**src/rtl/id_pipe.sv**
```systemverilog
// ID stage for the logic-class MIPS subset with forwarding, load-use detection and the ID/EX register.
// Latency: one cycle from inst_i to ex_*; read-port and hazard outputs are combinational.
// Backpressure: stall_i holds ID/EX, stallreq_o bubbles it; optional EX/MEM forwarding under `ID_FORWARD_EN.
module id_pipe #(
    parameter int DATA_W = 32,
    parameter int PC_W   = 32
) (
    input  logic              clk,
    input  logic              rst,
    input  logic              if_valid_i,
    input  logic [PC_W-1:0]   pc_i,
    input  logic [31:0]       inst_i,
    input  logic              stall_i,
    input  logic              flush_i,
    input  logic [DATA_W-1:0] reg1_data_i,
    input  logic [DATA_W-1:0] reg2_data_i,
    output logic              reg1_read_o,
    output logic              reg2_read_o,
    output logic [4:0]        reg1_addr_o,
    output logic [4:0]        reg2_addr_o,
    input  logic              ex_wreg_i,
    input  logic [4:0]        ex_wd_i,
    input  logic [DATA_W-1:0] ex_wdata_i,
    input  logic              ex_is_load_i,
    input  logic              mem_wreg_i,
    input  logic [4:0]        mem_wd_i,
    input  logic [DATA_W-1:0] mem_wdata_i,
    output logic              stallreq_o,
    output logic              ex_valid_o,
    output logic [PC_W-1:0]   ex_pc_o,
    output logic [7:0]        ex_aluop_o,
    output logic [2:0]        ex_alusel_o,
    output logic [DATA_W-1:0] ex_reg1_o,
    output logic [DATA_W-1:0] ex_reg2_o,
    output logic [4:0]        ex_wd_o,
    output logic              ex_wreg_o,
    output logic              ex_illegal_o
);

    localparam logic [5:0] OP_SPECIAL = 6'b000000;
    localparam logic [5:0] OP_ANDI    = 6'b001100;
    localparam logic [5:0] OP_ORI     = 6'b001101;
    localparam logic [5:0] OP_XORI    = 6'b001110;
    localparam logic [5:0] OP_LUI     = 6'b001111;

    localparam logic [5:0] FN_AND = 6'b100100;
    localparam logic [5:0] FN_OR  = 6'b100101;
    localparam logic [5:0] FN_XOR = 6'b100110;
    localparam logic [5:0] FN_NOR = 6'b100111;

    localparam logic [7:0] ALU_NOP = 8'h00;
    localparam logic [7:0] ALU_AND = 8'b00100100;
    localparam logic [7:0] ALU_OR  = 8'b00100101;
    localparam logic [7:0] ALU_XOR = 8'b00100110;
    localparam logic [7:0] ALU_NOR = 8'b00100111;

    localparam logic [2:0] SEL_NOP   = 3'b000;
    localparam logic [2:0] SEL_LOGIC = 3'b001;

    typedef struct packed {
        logic              valid;
        logic [PC_W-1:0]   pc;
        logic [7:0]        aluop;
        logic [2:0]        alusel;
        logic [DATA_W-1:0] reg1;
        logic [DATA_W-1:0] reg2;
        logic [4:0]        wd;
        logic              wreg;
        logic              illegal;
    } idex_t;

    logic [5:0] op;
    logic [4:0] rs;
    logic [4:0] rt;
    logic [4:0] rd;
    logic [4:0] shamt;
    logic [5:0] funct;

    assign op    = inst_i[31:26];
    assign rs    = inst_i[25:21];
    assign rt    = inst_i[20:16];
    assign rd    = inst_i[15:11];
    assign shamt = inst_i[10:6];
    assign funct = inst_i[5:0];

    logic              dec_read1;
    logic              dec_read2;
    logic [4:0]        dec_src1;
    logic [7:0]        dec_aluop;
    logic [2:0]        dec_alusel;
    logic [4:0]        dec_wd;
    logic              dec_wreg;
    logic              dec_illegal;
    logic [DATA_W-1:0] dec_imm;

    always_comb begin
        dec_read1   = 1'b0;
        dec_read2   = 1'b0;
        dec_src1    = rs;
        dec_aluop   = ALU_NOP;
        dec_alusel  = SEL_NOP;
        dec_wd      = rd;
        dec_wreg    = 1'b0;
        dec_illegal = 1'b0;
        dec_imm     = '0;
        if (if_valid_i) begin
            case (op)
                OP_ORI, OP_ANDI, OP_XORI: begin
                    dec_aluop     = (op == OP_ORI)  ? ALU_OR :
                                    (op == OP_ANDI) ? ALU_AND : ALU_XOR;
                    dec_alusel    = SEL_LOGIC;
                    dec_read1     = 1'b1;
                    dec_imm[15:0] = inst_i[15:0];
                    dec_wd        = rt;
                    dec_wreg      = 1'b1;
                end
                OP_LUI: begin
                    // OR with $0 so the EX stage needs no dedicated LUI path
                    dec_aluop                = ALU_OR;
                    dec_alusel               = SEL_LOGIC;
                    dec_read1                = 1'b1;
                    dec_src1                 = 5'd0;
                    dec_imm[DATA_W-1 -: 16]  = inst_i[15:0];
                    dec_wd                   = rt;
                    dec_wreg                 = 1'b1;
                end
                OP_SPECIAL: begin
                    if (inst_i != 32'd0) begin
                        case (funct)
                            FN_AND:  dec_aluop = ALU_AND;
                            FN_OR:   dec_aluop = ALU_OR;
                            FN_XOR:  dec_aluop = ALU_XOR;
                            FN_NOR:  dec_aluop = ALU_NOR;
                            default: dec_illegal = 1'b1;
                        endcase
                        if (shamt != 5'd0) dec_illegal = 1'b1;
                        if (dec_illegal) begin
                            dec_aluop = ALU_NOP;
                        end else begin
                            dec_alusel = SEL_LOGIC;
                            dec_read1  = 1'b1;
                            dec_read2  = 1'b1;
                            dec_wreg   = 1'b1;
                        end
                    end
                end
                default: dec_illegal = 1'b1;
            endcase
        end
    end

    assign reg1_read_o = dec_read1;
    assign reg2_read_o = dec_read2;
    assign reg1_addr_o = rs;
    assign reg2_addr_o = rt;

    function automatic logic [DATA_W-1:0] pick_opnd(
        input logic              rd_en,
        input logic [4:0]        addr,
        input logic [DATA_W-1:0] imm,
        input logic [DATA_W-1:0] rf_dat
    );
        logic [DATA_W-1:0] v;
        if (!rd_en)
            v = imm;
        else if (addr == 5'd0)
            v = '0;
`ifdef ID_FORWARD_EN
        else if (ex_wreg_i && ex_wd_i == addr && !ex_is_load_i)
            v = ex_wdata_i;
        else if (mem_wreg_i && mem_wd_i == addr)
            v = mem_wdata_i;
`endif
        else
            v = rf_dat;
        return v;
    endfunction

    logic [DATA_W-1:0] opnd1;
    logic [DATA_W-1:0] opnd2;

    assign opnd1 = pick_opnd(dec_read1, dec_src1, dec_imm, reg1_data_i);
    assign opnd2 = pick_opnd(dec_read2, rt, dec_imm, reg2_data_i);

    logic hit_ex1;
    logic hit_ex2;

    assign hit_ex1 = dec_read1 && dec_src1 != 5'd0 && ex_wreg_i && ex_wd_i == dec_src1;
    assign hit_ex2 = dec_read2 && rt != 5'd0 && ex_wreg_i && ex_wd_i == rt;

`ifdef ID_FORWARD_EN
    assign stallreq_o = if_valid_i && ex_is_load_i && (hit_ex1 || hit_ex2);
`else
    logic hit_mem1;
    logic hit_mem2;
    logic unused_fwd;

    assign hit_mem1   = dec_read1 && dec_src1 != 5'd0 && mem_wreg_i && mem_wd_i == dec_src1;
    assign hit_mem2   = dec_read2 && rt != 5'd0 && mem_wreg_i && mem_wd_i == rt;
    // without forwarding every in-flight producer must drain first
    assign stallreq_o = if_valid_i && (hit_ex1 || hit_ex2 || hit_mem1 || hit_mem2);
    assign unused_fwd = ^{ex_wdata_i, mem_wdata_i, ex_is_load_i};
`endif

    idex_t ex_q;
    idex_t ex_d;

    always_comb begin
        ex_d = ex_q;
        if (flush_i) begin
            ex_d = '0;
        end else if (stall_i) begin
            ex_d = ex_q;
        end else if (stallreq_o) begin
            ex_d = '0;
        end else begin
            ex_d.valid   = if_valid_i;
            ex_d.pc      = pc_i;
            ex_d.aluop   = dec_aluop;
            ex_d.alusel  = dec_alusel;
            ex_d.reg1    = opnd1;
            ex_d.reg2    = opnd2;
            ex_d.wd      = dec_wd;
            ex_d.wreg    = dec_wreg;
            ex_d.illegal = dec_illegal;
        end
    end

    always_ff @(posedge clk) begin
        if (rst)
            ex_q <= '0;
        else
            ex_q <= ex_d;
    end

    assign ex_valid_o   = ex_q.valid;
    assign ex_pc_o      = ex_q.pc;
    assign ex_aluop_o   = ex_q.aluop;
    assign ex_alusel_o  = ex_q.alusel;
    assign ex_reg1_o    = ex_q.reg1;
    assign ex_reg2_o    = ex_q.reg2;
    assign ex_wd_o      = ex_q.wd;
    assign ex_wreg_o    = ex_q.wreg;
    assign ex_illegal_o = ex_q.illegal;

endmodule

```
**config.mk**
```make
export PLATFORM = sky130hd
export DESIGN_NAME = id_pipe
export DESIGN_NICKNAME = d
export VERILOG_FILES = /design/src/rtl/id_pipe.sv
export SDC_FILE = /design/constraint.sdc
export NUM_CORES = 1
export LEC_CHECK = 0
export ABC_AREA = 1
export ABC_CLOCK_PERIOD_IN_PS = 4000
export BUFFER_PORTS_ARGS = -buffer_cell sky130_fd_sc_hd__buf_2
export CAP_MARGIN = 0
export CORE_AREA = 2 2 131 133
export CTS_CLUSTER_SIZE = 30
export DETAILED_ROUTE_END_ITERATION = 7
export DIE_AREA = 0 0 133 135
export SYNTH_ARGS = -nofsm -noshare
export SYNTH_HDL_FRONTEND = slang
export SYNTH_SLANG_ARGS = --single-unit
```
**constraint.sdc**
```tcl
create_clock -name clk -period 4 [get_ports clk]
set_input_delay 0.8 -clock clk [delete_from_list [all_inputs] [get_ports clk]]
set_output_delay 0.8 -clock clk [all_outputs]
set_load 0.03 [all_outputs]
```
=== Word level (Yosys, flattened, before mapping) ===
Index checks and enable logic that the tools add are counted.

* Bits in registers: 115
* Logic and storage cells: 83

* Equal/unequal tests: 12
* Muxes and demuxes: 37
* Reduce and logical (&&, ||, !) cells: 25

{| class="wikitable"
|+ Operators by type and width
! cell !! number
|-
| two-way mux 32 bit || 5
|-
| two-way mux 115 bit || 1
|-
| two-way mux 16 bit || 2
|-
| nonzero test 32 bit || 1
|-
| equality test 6 x 4 -> 1 bit, second input constant || 4
|-
| equality test 6 bit, second input constant || 4
|-
| two-way mux 8 bit || 3
|-
| case mux 6 bit (4 select lines) || 1
|-
| case mux 8 bit (3 select lines) || 1
|-
| equality test 5 bit || 4
|-
| two-way mux 5 bit || 4
|-
| two-way mux 1 bit || 15
|-
| nonzero test 5 bit || 3
|-
| logical AND 1 bit || 11
|-
| logical NOT 5 bit || 2
|-
| OR reduction 4 bit || 2
|-
| logical NOT 6 bit || 1
|-
| case mux 1 bit (2 select lines) || 3
|-
| two-way mux 2 bit || 2
|-
| logical OR 1 bit || 3
|-
| OR reduction 3 bit || 1
|-
| OR reduction 2 bit || 1
|}

=== Logic depth before layout (Yosys ltp) ===
Gate-level depths: netlist of the first run.

* Depth after elaboration: 19
* Depth in mapped cells: 16
* Gate-level depth less buffers: 13

=== Worst setup path after synthesis of the first run ===
OpenSTA, ideal clock, no wires.

* Path type: input port to output port
* From: input port inst_i[30]
* To: output port stallreq_o
* Arrival: 2.404 ns
* Data required time: 3.200 ns
* Slack: 0.796 ns
* Stages on the path: 13
* Path buffers: 2
* Cell sequence: inv_1 nand2_1 nor2_1 nand3_1 nand2_1 nand2_2 inv_2 nand4_1 nand2_2 nand2_4 buf_6 buf_6 nand2_1

* Longest elaborated chain between the ends: 11

{| class="wikitable"
|+ RTL lines
! element !! RTL line !! RTL
|-
| start, declared || 12 || <nowiki>input logic [31:0] inst_i,</nowiki>
|-
| nonzero test 32 bit or equality test 6 x 4 -> 1 bit (tied branches) || 128, 107 ||
|-
| two-way mux 1 bit or OR reduction 4 bit (tied branches) || - ||
|-
| case mux 1 bit (2 select lines) (*) || 107 || <nowiki>case (op)</nowiki>
|-
| two-way mux 1 bit (*) || 106 || <nowiki>if (if_valid_i) begin</nowiki>
|-
| named net reg1_read_o || 17 || <nowiki>output logic reg1_read_o,</nowiki>
|-
| logical AND 1 bit (*) || 188, 198 ||
|-
| logical AND 1 bit (2 in a row) || 188 || <nowiki>assign hit_ex1 = dec_read1 && dec_src1 != 5'd0 && ex_wreg_i && ex_wd_i == dec_src1;</nowiki>
|-
| logical OR 1 bit || 201 || <nowiki>assign stallreq_o = if_valid_i && (hit_ex1 || hit_ex2 || hit_mem1 || hit_mem2);</nowiki>
|-
| logical OR 1 bit (*) (2 in a row) || 201 ||
|-
| logical AND 1 bit (*) || 201 ||
|-
| end, declared || 28 || <nowiki>output logic stallreq_o,</nowiki>
|}

Mark *: on every way through the listed nets, which the timed path passes. The rest lies on a longest branch.

=== Final worst setup path of the first run ===
* From: input port inst_i[10]
* To: output port stallreq_o

* Longest elaborated chain between the ends: 16

{| class="wikitable"
|+ RTL lines
! element !! RTL line !! RTL
|-
| nonzero test 5 bit || 136 || <nowiki>if (shamt != 5'd0) dec_illegal = 1'b1;</nowiki>
|-
| two-way mux 1 bit || 136 ||
|-
| two-way mux 1 bit || 128 || <nowiki>if (inst_i != 32'd0) begin</nowiki>
|-
| two-way mux 1 bit || 107 ||
|-
| two-way mux 1 bit || 106 ||
|-
| two-way mux 1 bit || 137 || <nowiki>if (dec_illegal) begin</nowiki>
|-
| two-way mux 1 bit (*) || 128 ||
|-
| case mux 1 bit (2 select lines) or two-way mux 1 bit (tied branches) || 107 ||
|-
| two-way mux 1 bit || 106 ||
|-
| logical AND 1 bit, on equally long branches || - ||
|-
| logical AND 1 bit, on equally long branches (2 in a row) || 188, 189 ||
|-
| logical OR 1 bit (2 in a row) || 201 ||
|-
| logical OR 1 bit (*) || 201 ||
|-
| logical AND 1 bit (*) || 201 ||
|}

Every way passes the cells marked *; elsewhere a longest branch is shown, timed or not. The select of a mux whose other input is x is not followed.

==> Flow_metrics.wiki, run 1 <==
{| class="wikitable"
! Metric !! Value
|-
| Netlist area before placement || ~5200 sq um
|-
| Transition time at the pin with the least slew margin || about 1 ns
|-
| Min-Delay Path Class || reg -> reg
|-
| Max FO, Critical Path || 3
|-
| Number of antenna violations at the first check in global routing || 0
|-
| Status || finished clean
|-
| Area Growth Syn to Fin || 30.25%
|-
| Final Max Tran Viols || 0
|-
| Number of sinks driven by the clock tree || around 110
|-
| Post-DP HPWL || 13,500 um
|-
| Effective utilization at floorplan || 31.86%
|-
| Final setup violating endpoints || 0
|-
| Vias after detailed routing || 5,790
|-
| Register area share after synthesis || 40.98%
|-
| Total negative slack || 0 ns
|-
| Max stage delay on crit path || between 0.2 and 0.25 ns
|-
| Met1 Usage GRT || around 27%
|-
| Reg2Reg Capture Point || ex_alusel_o[0]
|-
| Maximum frequency from static timing analysis || 298.1 MHz
|-
| Max-cap viol count || 0
|-
| Async SR Flop Fraction || 0%
|-
| Clock buffer count from CTS || 9
|-
| Die Area || between 15,000 and 20,000 sq um
|-
| Kind of launch point of the worst setup path || input pin
|-
| Worst path cell trace || buf_2 > nor2_1 > nand3_1 > nor2_1 > nand3_1 > nand2_1 > nand2_2 > o21ai_1 > nand2_4 > nand2_1 > buf_2
|-
| Hold path start || ex_reg2_o[25]
|-
| Final period utilization || between 80 and 90%
|-
| Distinct cell type count of the synthesized netlist || 30
|-
| Maximum buffer depth of the clock tree || 2
|-
| Reg2reg start || ex_alusel_o[0]
|-
| H-tree levels || 3
|-
| Syn. warnings || 0
|-
| Row Count || 47
|-
| Hold path endpoint || ex_reg2_o[25]
|-
| Port Buf Inserts || between 200 and 300
|-
| Number of iterations in the first detailed-routing pass || 5
|-
| Count of unresolved DRC violations after routing || 0
|-
| Prevailing post-synth register cell || sky130_fd_sc_hd__dfxtp_1
|-
| Finished layout cell area || roughly 6800 sq um
|-
| Cell depth of the worst min-delay path || 2
|-
| Overall routed net length || just under 20,000 um
|-
| Vertical extent of the die || 135 um
|-
| Total buffers and inverters traversed by the critical path || 2
|-
| Worst-case clock skew || 0 ns
|-
| Post-CTS Setup Inserts || 0
|-
| Worst slew slack as a fraction of its limit || 31.59%
|-
| Worst Path Required || around 3.2 ns
|-
| Avg Cell Area, Syn || approximately 7.3 sq um
|-
| Reported leakage power || just over 3 nW
|-
| Setup repair after global routing missed its margin || no
|-
| Standard cell core area || between 15,000 and 20,000 sq um
|-
| Length in cells of the worst reg-to-reg path || 2
|-
| Avg Vias per Cell || around 5
|-
| Number of synthesized flops with an enable pin || 0
|-
| Routed wire length per instance || approximately 17 um
|-
| GR peak layer || met2
|-
| Root Buffer || sky130_fd_sc_hd__clkbuf_16
|-
| Type of element capturing the critical path || output port
|-
| Met3 track utilization from global routing || between 5 and 6%
|-
| Number of nets in the layout || around 1,100
|-
| Total routing resource utilization after global routing || 20.87%
|-
| I/O pins || 338
|-
| Fillers || between 1,500 and 2,000
|-
| Global routing met2 resource utilization || roughly a third
|-
| Final Hold Fails || 0
|-
| Hold buffer count at cts || 0
|-
| Layout cell share with drive strength beyond 1 || between 30% and 40%
|-
| Post-Synthesis Cells || between 700 and 800
|-
| Final ANT Viol Nets || 0
|-
| Data arrival, critical path || ~2.6 ns
|-
| Worst-case vdd ir drop || 0.1821 mV
|-
| Diodes inserted || 0
|-
| Largest net degree at the start of global routing || 106
|-
| FF-to-FF setup slack || 3.35 ns
|-
| Library cell contributing the largest single delay on the critical path || sky130_fd_sc_hd__nor2_1
|-
| Via count of the first global-routing pass || between 5,000 and 6,000
|-
| Starting DRT DRC Count || around 390
|-
| Final worst path period need || between 3 and 4 ns
|-
| PnR Total Power || 0.002339 W
|-
| Skew-Pair Late Insertion Delay || 0.34 ns
|-
| Overflow after GRT || 0
|-
| CTS clock-pin slew for the worst setup and hold paths || approximately 0.07 ns
|-
| GPL Wtd Cong || roughly 0.89
|-
| Global-route wire length before repair || 29,510 um
|-
| Standard cell area after detailed placement || about 6500 sq um
|-
| Number of synthesized register bits || roughly 110
|-
| PwrDens || ~340 nW/um^2
|-
| Kind of cell with the highest combined delay on the critical path || simple AND/OR/NAND/NOR gates
|-
| Critical path class || in -> out
|-
| Chip Width || 133 um
|-
| TritonCTS clock tree || done
|-
| Count of instances resized after the clock tree is built || 0
|}
layer usage:
layer / routed length (um) / up-vias / share of wire, %
met5: 0 / - / 0
met4: 658 / 0 / 3.4
met3: 1675 / 37 / 8.6
met2: 8741 / 265 / 45
met1: 8400 / 2611 / 43
li1: - / 2877 / -
final cells by class:
class	count	area, sq um	share of cell area [%]
Tap cell	220	275.3	4.043
Multi-Input combinational cell	508	2539	37.28
Inverter	27	101.3	1.488
Sequential cell	107	2142	31.46
Timing Repair Buffer	276	1434	21.06
Clock buffer	10	229.0	3.363
Clock inverter	6	88.84	1.305
logic make-up (layout without fill, tap and decap cells):
| group | Yosys count | in the layout | share of synthesized area, % |
|---|---|---|---|
| AOI/OAI and AO/OA | 150 | 150 | 14.82 |
| xor gates and xnor gates | 11 | 11 | 1.843 |
| buffers and inverters | 108 | 319 | 11.01 |
| DFF | 107 | 107 | 40.98 |
| other | 1 | 6 | 0.07174 |
| and+or+nand+nor | 341 | 341 | 31.28 |
synth_stat cells, types with 2 or more instances:
cell	instances	area share, %
sky130_fd_sc_hd__buf_6	11	2.4
sky130_fd_sc_hd__a211oi_1	5	0.72
sky130_fd_sc_hd__inv_2	2	0.14
sky130_fd_sc_hd__nand2_1	179	13
sky130_fd_sc_hd__nor2_1	19	1.4
sky130_fd_sc_hd__inv_1	24	1.7
sky130_fd_sc_hd__dfxtp_1	107	41
sky130_fd_sc_hd__clkbuf_1	36	2.6
sky130_fd_sc_hd__nor2_2	2	0.24
sky130_fd_sc_hd__a21oi_1	112	11
sky130_fd_sc_hd__xor2_1	7	1.2
sky130_fd_sc_hd__buf_2	16	1.5
sky130_fd_sc_hd__nand3_1	19	1.8
sky130_fd_sc_hd__xnor2_1	4	0.67
sky130_fd_sc_hd__nand2_2	4	0.48
sky130_fd_sc_hd__nand4_1	98	12
sky130_fd_sc_hd__nand3b_1	8	1.1
sky130_fd_sc_hd__nor3_1	4	0.38
sky130_fd_sc_hd__buf_4	18	2.6
sky130_fd_sc_hd__nor4_1	3	0.36
sky130_fd_sc_hd__nand2_4	2	0.43
sky130_fd_sc_hd__o21ai_0	30	2.9
through the flow:
step | std cells | setup slack [ns] | utilization [%] | hold slack (ns)
after floorplan | 723 | 0.7961 | - | 0.5843
after global placement | 1138 | 0.6500 | 39.56 | 0.4460
after detailed placement | 1138 | 0.6500 | 39.56 | 0.4501
after CTS | 1154 | 0.6486 | 41.50 | 0.4607
after global routing | 1154 | 0.4676 | 41.50 | 0.4756
final | 1154 | 0.6453 | 41.50 | 0.4598
layout by cell type, fill, tap and decap left out, types with 2 or more instances in the layout:
cell type	count
sky130_fd_sc_hd__nand2_1	179
sky130_fd_sc_hd__xnor2_1	4
sky130_fd_sc_hd__a21oi_1	112
sky130_fd_sc_hd__inv_1	24
sky130_fd_sc_hd__buf_2	265
sky130_fd_sc_hd__bufinv_16	2
sky130_fd_sc_hd__o21ai_0	30
sky130_fd_sc_hd__nor2_1	18
sky130_fd_sc_hd__nand2_2	3
sky130_fd_sc_hd__xor2_1	7
sky130_fd_sc_hd__buf_4	9
sky130_fd_sc_hd__a211oi_1	5
sky130_fd_sc_hd__nor4_1	3
sky130_fd_sc_hd__inv_2	3
sky130_fd_sc_hd__nand2_4	3
sky130_fd_sc_hd__clkinvlp_4	2
sky130_fd_sc_hd__buf_12	2
sky130_fd_sc_hd__nand4_1	98
sky130_fd_sc_hd__dfxtp_1	107
sky130_fd_sc_hd__nand3b_1	8
sky130_fd_sc_hd__nor3_1	4
sky130_fd_sc_hd__nand3_1	19
sky130_fd_sc_hd__clkbuf_16	9
sky130_fd_sc_hd__nor2_2	3
sky130_fd_sc_hd__conb_1	6
how the worst max path moves through the flow:
stage	start	endpoint	slack, ns	cells after the start
after CTS	inst_i[30]	stallreq_o	0.65	12
final	inst_i[10]	stallreq_o	0.65	11
after global placement	inst_i[30]	stallreq_o	0.65	12
after floorplan	inst_i[30]	stallreq_o	0.80	13
after global routing	inst_i[31]	stallreq_o	0.47	12
after detailed placement	inst_i[30]	stallreq_o	0.65	12
worst min-delay path, stage by stage (launching register included):
cell and delay [ns]:
sky130_fd_sc_hd__dfxtp_1 0.31, sky130_fd_sc_hd__nand2_1 0.05, sky130_fd_sc_hd__a21oi_1 0.05
state kept, by name, summed over array words and instances, names as in the netlist:
signal,count
ex_pc_o,32
ex_reg1_o,32
ex_reg2_o,32
ex_wd_o,5
ex_aluop_o,3
ex_alusel_o,1
ex_illegal_o,1
ex_valid_o,1
report_power, final:
part	internal (W)	switching [W]	total [W]
combinational	0.000102	0.000190	0.000292
clock	0.000551	0.000413	0.000964
sequential	0.00108	0.00000624	0.00108
total	0.00173	0.000609	0.00234
Note: power is estimated with default switching activity, not from simulation.
==> inputs of run 2 (changes only) <==
--- a/config.mk
+++ b/config.mk
@@ -6,7 +6,7 @@
 export NUM_CORES = 1
 export LEC_CHECK = 0
 export ABC_AREA = 1
-export ABC_CLOCK_PERIOD_IN_PS = 4000
+export ABC_CLOCK_PERIOD_IN_PS = 3300
 export BUFFER_PORTS_ARGS = -buffer_cell sky130_fd_sc_hd__buf_2
 export CAP_MARGIN = 0
 export CORE_AREA = 2 2 131 133
==> constraint.sdc (replaced) <==
create_clock -name clk -period 3.3 [get_ports clk]
set_input_delay 0.66 -clock clk [delete_from_list [all_inputs] [get_ports clk]]
set_output_delay 0.66 -clock clk [all_outputs]
set_load 0.03 [all_outputs]
==> run 2 against run 1 <==
Largest power group unchanged. Utilization up 0.18 points. Final cell count about the same. Combinational power up 22%. First-iteration DRC count up 3.1%. Global-route usage down 0.35 points. Worst hold slack worse by 0.0082 ns. Critical endpoint unchanged. Clock-buffer cell count unchanged.
==> Flow_metrics.wiki, run 2 (synthesis gave the netlist of run 1 again) <==
{| class="wikitable"
! Metric !! Value
|-
| Length in cells of the worst reg-to-reg path || 2 (unchanged)
|-
| Type of element capturing the critical path || output port (unchanged)
|-
| Reg2Reg Capture Point || ex_alusel_o[0] (unchanged)
|-
| Final worst path period need || 3.071 ns
|-
| Max FO, Critical Path || 28 (was 3)
|-
| Post-DP HPWL || 13,480 um (was 13,500 um)
|-
| Total negative slack || 0 ns (unchanged)
|-
| Largest net degree at the start of global routing || 106 (unchanged)
|-
| Filler-free cell count of the finished design || 1,153 (was 1,154)
|-
| Avg Vias per Cell || 5.068 (was 5.017)
|-
| Overflow after GRT || 0 (unchanged)
|-
| Row Count || 47 (unchanged)
|-
| Die Area || 17,960 sq um (unchanged)
|-
| Post-CTS Setup Inserts || 0 (unchanged)
|-
| Final setup margin || 0.2288 ns (was 0.6453 ns)
|-
| Global-route wire length before repair || 29,040 um (was 29,510 um)
|-
| Via count of the first global-routing pass || 5,248 (was 5,284)
|-
| Worst slew slack as a fraction of its limit || 55.74% (was 31.59%)
|-
| Setup repair after global routing missed its margin || no (unchanged)
|-
| Chip Width || 133 um (unchanged)
|-
| Final Max Tran Viols || 0 (unchanged)
|-
| Maximum buffer depth of the clock tree || 2 (unchanged)
|-
| Combinational fraction of design power || 12.6% (was 12.5%)
|-
| PwrDens || 413.9 nW/um^2 (was 343.6 nW/um^2)
|-
| Count of unresolved DRC violations after routing || 0 (unchanged)
|-
| TritonCTS clock tree || done (unchanged)
|-
| Share of total power in the clock network || 41.0% (was 41.2%)
|-
| Min-Delay Path Class || reg -> reg (unchanged)
|-
| Effective utilization at floorplan || 31.86% (unchanged)
|-
| Transition time at the pin with the least slew margin || 0.6620 ns (was 1.026 ns)
|-
| Vias after detailed routing || 5,843 (was 5,790)
|-
| Commonest cells after routing, fill and taps aside || sky130_fd_sc_hd__buf_2, sky130_fd_sc_hd__nand2_1, sky130_fd_sc_hd__a21oi_1 (unchanged)
|-
| Hold path start || ex_reg2_o[25] (unchanged)
|-
| Status || finished clean (unchanged)
|-
| Net Switching || 0.0007294 W (was 0.0006088 W)
|-
| Number of iterations in the first detailed-routing pass || 5 (unchanged)
|-
| Reported leakage power || 3.056 nW (was 3.039 nW)
|-
| Worst-case clock skew || 0 ns (unchanged)
|-
| Root Buffer || sky130_fd_sc_hd__clkbuf_16 (unchanged)
|-
| Skew-Pair Late Insertion Delay || 0.34 ns (about the same)
|-
| Worst hold-check slack || 0.4516 ns (was 0.4598 ns)
|-
| Number of nets in the layout || 1,138 (was 1,139)
|-
| Maximum frequency from static timing analysis || around 330 MHz
|-
| Hold path endpoint || ex_reg2_o[25] (unchanged)
|-
| Worst-case vdd ir drop || 0.2637 mV (was 0.1821 mV)
|-
| Reg2reg start || ex_alusel_o[0] (unchanged)
|-
| Overall routed net length || 19,220 um (was 19,480 um)
|-
| CTS clock-pin slew for the worst setup and hold paths || 0.06 ns (was 0.07 ns)
|-
| FF-to-FF setup slack || 2.62 ns (was 3.35 ns)
|-
| Final ANT Viol Nets || 0 (unchanged)
|-
| Critical path class || in -> out (unchanged)
|-
| Placed instance count || 1,137 (was 1,138)
|-
| Kind of launch point of the worst setup path || input pin (unchanged)
|-
| GPL Wtd Cong || 0.9538 (was 0.8909)
|-
| Data arrival, critical path || 2.41 ns (was 2.55 ns)
|-
| Internal power contribution || 0.002101 W (was 0.001730 W)
|-
| Area Growth Syn to Fin || 30.80% (was 30.25%)
|-
| Final period utilization || 93.07%
|-
| Routed wire length per instance || 16.67 um (was 16.88 um)
|-
| Share of total power in sequential cells || 46.4% (was 46.3%)
|-
| Standard cell core area || 16,410 sq um (unchanged)
|-
| Count of instances resized after the clock tree is built || 0 (unchanged)
|-
| PnR Total Power || 0.002830 W (was 0.002339 W)
|-
| Max-cap viol count || 0 (unchanged)
|-
| Worst Path Required || 2.64 ns (was 3.20 ns)
|-
| Port Buf Inserts || 266 (unchanged)
|-
| Switch share || 25.77% (was 26.02%)
|-
| Layout cell share with drive strength beyond 1 || 32.69% (was 32.76%)
|-
| Vertical extent of the die || 135 um (unchanged)
|-
| Final Hold Fails || 0 (unchanged)
|-
| I/O pins || 338 (unchanged)
|-
| Number of antenna violations at the first check in global routing || 0 (unchanged)
|-
| Starting DRT DRC Count || 405 (was 393)
|-
| Cell depth of the worst min-delay path || 2 (unchanged)
|-
| Most frequent standard cell in the layout excluding fill and tap cells || sky130_fd_sc_hd__buf_2 (unchanged)
|-
| Final setup violating endpoints || 0 (unchanged)
|-
| Diodes inserted || 0 (unchanged)
|-
| Number of sinks driven by the clock tree || 107 (unchanged)
|-
| Total routing resource utilization after global routing || 20.52% (was 20.87%)
|-
| Clock buffer count from CTS || 9 (unchanged)
|-
| Setup Slack @ Placement || 0.2198 ns (was 0.6500 ns)
|-
| Hold buffer count at cts || 0 (unchanged)
|-
| H-tree levels || 3 (unchanged)
|}
## run 2: cell types whose count changed in the layout (fill, tap and decap cells not counted)
cell	before	now
sky130_fd_sc_hd__buf_12	2	5
sky130_fd_sc_hd__buf_4	9	5
sky130_fd_sc_hd__clkinv_2	1	2
sky130_fd_sc_hd__clkinv_4	0	1
sky130_fd_sc_hd__clkinvlp_4	2	0
## run 2: power groups by stage
stage          combinational [W]  sequential, W  clock [W]
2_1_floorplan           0.000161        0.00138          0
3_3_place_gp            0.000360        0.00134          0
3_5_place_dp            0.000357        0.00134          0
4_1_cts                 0.000357        0.00131    0.00121
5_1_grt                 0.000383        0.00132    0.00126
6_report                0.000357        0.00131    0.00116
## run 2: through the flow
| stage | utilization (%) | instance area [sq um] |
|---|---|---|
| global placement | 39.75 | 6521 |
| CTS | 41.68 | 6838 |
| finish | 41.68 | 6838 |
| detailed placement | 39.75 | 6521 |
| floorplan | - | 5246 |
| global route | 41.68 | 6838 |
## run 2: worst max-delay path by stage
stage                     startpoint          to  slack [ns]  cells past startpoint
final                     inst_i[30]  stallreq_o        0.23                     12
after detailed placement  inst_i[30]  stallreq_o        0.22                     12
after floorplan           inst_i[30]  stallreq_o        0.38                     13
after global placement    inst_i[30]  stallreq_o        0.23                     12
after CTS                 inst_i[30]  stallreq_o        0.21                     12
after global routing      inst_i[31]  stallreq_o        0.06                     12
## run 2: layout make-up
| type | instances | area, sq um |
|---|---|---|
| Inverter | 27 | 101.3 |
| Sequential cell | 107 | 2142 |
| Tap cell | 220 | 275.3 |
| Multi-Input combinational cell | 508 | 2539 |
| Fill cell | 1765 | 9569 |
| Clock inverter | 6 | 87.58 |
| Clock buffer | 10 | 229.0 |
| Timing Repair Buffer | 275 | 1464 |
## run 2: per-layer routing
| metal | vias to the layer above | global-route usage [%] | share of wire, % |
|---|---|---|---|
| met3 | 28 | 4.955 | 8.2 |
| met4 | 0 | 7.168 | 2.1 |
| met5 | - | 0 | 0 |
| li1 | 2876 | - | - |
| met1 | 2643 | 27.42 | 43 |
| met2 | 296 | 32.41 | 46 |
## run 2: critical path: stages
cell	delay, ns
sky130_fd_sc_hd__buf_2	0.09
sky130_fd_sc_hd__inv_1	0.04
sky130_fd_sc_hd__nand2_1	0.14
sky130_fd_sc_hd__nor2_4	0.19
sky130_fd_sc_hd__nand2_4	0.20
sky130_fd_sc_hd__nand2_1	0.17
sky130_fd_sc_hd__xor2_1	0.18
sky130_fd_sc_hd__nand3_1	0.10
sky130_fd_sc_hd__o21ai_1	0.23
sky130_fd_sc_hd__nand2_4	0.09
sky130_fd_sc_hd__nand2_1	0.09
sky130_fd_sc_hd__buf_2	0.22
==> inputs of run 3 (changes only) <==
--- a/config.mk
+++ b/config.mk
@@ -9,10 +9,13 @@
 export ABC_CLOCK_PERIOD_IN_PS = 3300
 export BUFFER_PORTS_ARGS = -buffer_cell sky130_fd_sc_hd__buf_2
 export CAP_MARGIN = 0
-export CORE_AREA = 2 2 131 133
+export CELL_PAD_IN_SITES_DETAIL_PLACEMENT = 0
+export CELL_PAD_IN_SITES_GLOBAL_PLACEMENT = 1
+export CORE_MARGIN = 2
+export CORE_UTILIZATION = 28
 export CTS_CLUSTER_SIZE = 30
 export DETAILED_ROUTE_END_ITERATION = 7
-export DIE_AREA = 0 0 133 135
+export PLACE_DENSITY_LB_ADDON = 0.1
 export SYNTH_ARGS = -nofsm -noshare
 export SYNTH_HDL_FRONTEND = slang
 export SYNTH_SLANG_ARGS = --single-unit
==> run 3 against run 2 <==
Sequential share of layout area fell by 0.18 points. Final cell count up 1.1%. Sequential power barely moved. Clock skew is the same. Wire length grew 6.4%. Combinational power about the same. Highest routed layer is now met5.
==> Flow_metrics.wiki, run 3 (synthesis gave the netlist of run 1 again) <==
{| class="wikitable"
! Metric !! Value
|-
| Status || finished clean (unchanged)
|-
| Share of total power in sequential cells || 45.5% (was 46.4%)
|-
| Total buffers and inverters traversed by the critical path || 2 (was 3)
|-
| Via count of the first global-routing pass || 5,607 (was 5,248)
|-
| Root Buffer || sky130_fd_sc_hd__clkbuf_16 (unchanged)
|-
| Max-cap viol count || 0 (unchanged)
|-
| Number of sinks driven by the clock tree || 107 (unchanged)
|-
| Kind of cell with the highest combined delay on the critical path || simple AND/OR/NAND/NOR gates (unchanged)
|-
| Setup repair after global routing missed its margin || no (unchanged)
|-
| Layout cell share with drive strength beyond 1 || 33.23% (was 32.69%)
|-
| Filler-free cell count of the finished design || 1,166 (was 1,153)
|-
| Worst Path Required || 2.64 ns (about the same)
|-
| Final Max Tran Viols || 0 (unchanged)
|-
| Number of nets in the layout || 1,141 (was 1,138)
|-
| Global-route wire length before repair || 30,990 um (was 29,040 um)
|-
| Worst slew slack as a fraction of its limit || 45.70% (was 55.74%)
|-
| Number of iterations in the first detailed-routing pass || 5 (unchanged)
|-
| Global routing met2 resource utilization || 30.99% (was 32.41%)
|-
| Maximum buffer depth of the clock tree || 2 (unchanged)
|-
| Count of unresolved DRC violations after routing || 0 (unchanged)
|-
| Vias after detailed routing || 5,940 (was 5,843)
|-
| Vertical extent of the die || 140.6 um (was 135 um)
|-
| H-tree levels || 3 (unchanged)
|-
| PwrDens || 420.3 nW/um^2 (was 413.9 nW/um^2)
|-
| Row Count || 49 (was 47)
|-
| Fillers || 2,015 (was 1,765)
|-
| Combinational fraction of design power || 12.3% (was 12.6%)
|-
| Placed instance count || 1,149 (was 1,137)
|-
| Number of antenna violations at the first check in global routing || 2 (was 0)
|-
| Library cell contributing the largest single delay on the critical path || sky130_fd_sc_hd__o21ai_1 (unchanged)
|-
| Total negative slack || 0 ns (unchanged)
|-
| I/O pins || 338 (unchanged)
|-
| Final period utilization || 94.05% (was 93.07%)
|-
| Final Hold Fails || 0 (unchanged)
|-
| Worst-case clock skew || 0 ns (unchanged)
|-
| Worst path cell trace || buf_2 > nor2_1 > nand3_1 > nor2_2 > nand3_1 > nand2_2 > nand2_2 > o21ai_1 > nand2_4 > nand2_1 > buf_2 (was buf_2 > inv_1 > nand2_1 > nor2_4 > nand2_4 > nand2_1 > xor2_1 > nand3_1 > o21ai_1 > nand2_4 > nand2_1 > buf_2)
|-
| GPL Wtd Cong || 0.8528 (was 0.9538)
|-
| PnR Total Power || 0.002890 W (was 0.002830 W)
|-
| Hold buffer count at cts || 0 (unchanged)
|-
| Standard cell core area || 18,150 sq um (was 16,410 sq um)
|-
| Switch share || 26.34% (was 25.77%)
|-
| Min-Delay Path Class || reg -> reg (unchanged)
|-
| Post-DP HPWL || 14,280 um (was 13,480 um)
|-
| Maximum frequency from static timing analysis || 322.2 MHz (was 325.6 MHz)
|-
| Max stage delay on crit path || 0.23 ns (about the same)
|-
| Internal power contribution || 0.002129 W (was 0.002101 W)
|-
| Overall routed net length || 20,460 um (was 19,220 um)
|-
| Critical path class || in -> out (unchanged)
|-
| Die Area || 19,780 sq um (was 17,960 sq um)
|-
| CTS clock-pin slew for the worst setup and hold paths || 0.07 ns (was 0.06 ns)
|-
| Net Switching || 0.0007612 W (was 0.0007294 W)
|-
| Commonest cells after routing, fill and taps aside || sky130_fd_sc_hd__buf_2, sky130_fd_sc_hd__nand2_1, sky130_fd_sc_hd__a21oi_1 (unchanged)
|-
| Final setup violating endpoints || 0 (unchanged)
|-
| Chip Width || 140.6 um (was 133 um)
|-
| Overflow after GRT || 0 (unchanged)
|-
| Skew-Pair Late Insertion Delay || 0.35 ns (was 0.34 ns)
|-
| GR peak layer || met2 (unchanged)
|-
| Port Buf Inserts || 266 (unchanged)
|-
| Met1 Usage GRT || 27.13% (was 27.42%)
|-
| Largest net degree at the start of global routing || 120 (was 106)
|-
| Total routing resource utilization after global routing || 19.88% (was 20.52%)
|-
| Routed wire length per instance || 17.55 um (was 16.67 um)
|-
| Reported leakage power || 3.063 nW (was 3.056 nW)
|-
| Most frequent standard cell in the layout excluding fill and tap cells || sky130_fd_sc_hd__buf_2 (unchanged)
|-
| TritonCTS clock tree || done (unchanged)
|-
| Effective utilization at floorplan || 28.81% (was 31.86%)
|-
| Worst-case vdd ir drop || 0.2316 mV (was 0.2637 mV)
|-
| Clock buffer count from CTS || 9 (unchanged)
|-
| Met3 track utilization from global routing || 3.601% (was 4.955%)
|-
| Max FO, Critical Path || 3 (was 28)
|-
| Final worst path period need || 3.104 ns (was 3.071 ns)
|-
| Area Growth Syn to Fin || 31.55% (was 30.80%)
|-
| Data arrival, critical path || 2.44 ns (was 2.41 ns)
|-
| Starting DRT DRC Count || 326 (was 405)
|-
| Transition time at the pin with the least slew margin || 0.8144 ns (was 0.6620 ns)
|-
| Final ANT Viol Nets || 0 (unchanged)
|-
| Share of total power in the clock network || 42.2% (was 41.0%)
|-
| Avg Vias per Cell || 5.094 (was 5.068)
|-
| Type of element capturing the critical path || output port (unchanged)
|-
| Kind of launch point of the worst setup path || input pin (unchanged)
|}
==> run 3: changes by cell type in the layout (fill, tap and decap cells not counted), sizes merged <==
cell,before,now
buf,275,278
diode,0,1
clkinv,3,2
clkinvlp,0,1
==> run 3: per-layer routing <==
metal | vias up | share of wire [%]
li1 | 2884 | -
met1 | 2776 | 45
met2 | 247 | 46
met3 | 31 | 6.4
met4 | 2 | 3.0
met5 | - | 0.054
==> run 3: layout make-up <==
type | count | area, sq um | share of cell area [%]
diodes | 1 | 2.502 | 0.03639
clock buffers | 10 | 239.0 | 3.475
clock inverters | 6 | 96.34 | 1.401
inverters | 27 | 101.3 | 1.474
multi-input cells | 508 | 2544 | 36.99
flip-flops and latches | 107 | 2142 | 31.15
well taps | 229 | 286.5 | 4.167
repair buffers | 278 | 1465 | 21.31
==> run 3: worst paths after layout <==
kind              depth (start not counted)           start  slack (ns)             end
hold / removal                            2     ex_pc_o[18]        0.46     ex_pc_o[18]
setup / recovery                         11      inst_i[10]        0.20      stallreq_o
setup reg to reg                          2  ex_alusel_o[0]        2.64  ex_alusel_o[0]
hold reg to reg                           2     ex_pc_o[18]        0.46     ex_pc_o[18]
==> run 3: per-stage QoR <==
| stage | setup WS [ns] | util [%] | cell area [sq um] | hold slack (ns) |
|---|---|---|---|---|
| final | 0.1964 | 37.89 | 6877 | 0.4615 |
| after global routing | 0.03600 | 37.89 | 6877 | 0.4812 |
| after CTS | 0.06715 | 37.83 | 6865 | 0.4643 |
| after detailed placement | -0.1321 | 35.98 | 6530 | 0.4534 |
| after global placement | -0.1359 | 35.98 | 6530 | 0.4490 |
| after floorplan | 0.3761 | - | 5246 | 0.5843 |
==> run 3: timing repair <==
action                     4_1_cts  5_1_grt
setup endpoints to repair        0        3
resized for setup                0        3
buffers inserted                 0        0
==> run 3: worst register-to-register path, stage by stage, from the launching register on <==
cell                      delay, ns
sky130_fd_sc_hd__dfxtp_1       0.38
sky130_fd_sc_hd__nand2_1       0.07
sky130_fd_sc_hd__a21oi_1       0.15
==> run 3: power groups by stage <==
stage	registers, W	logic (W)	clock network (W)
2_1_floorplan	0.00138	0.000161	0
3_3_place_gp	0.00134	0.000354	0
3_5_place_dp	0.00134	0.000356	0
4_1_cts	0.00131	0.000358	0.00127
5_1_grt	0.00132	0.000386	0.00132
6_report	0.00131	0.000356	0.00122
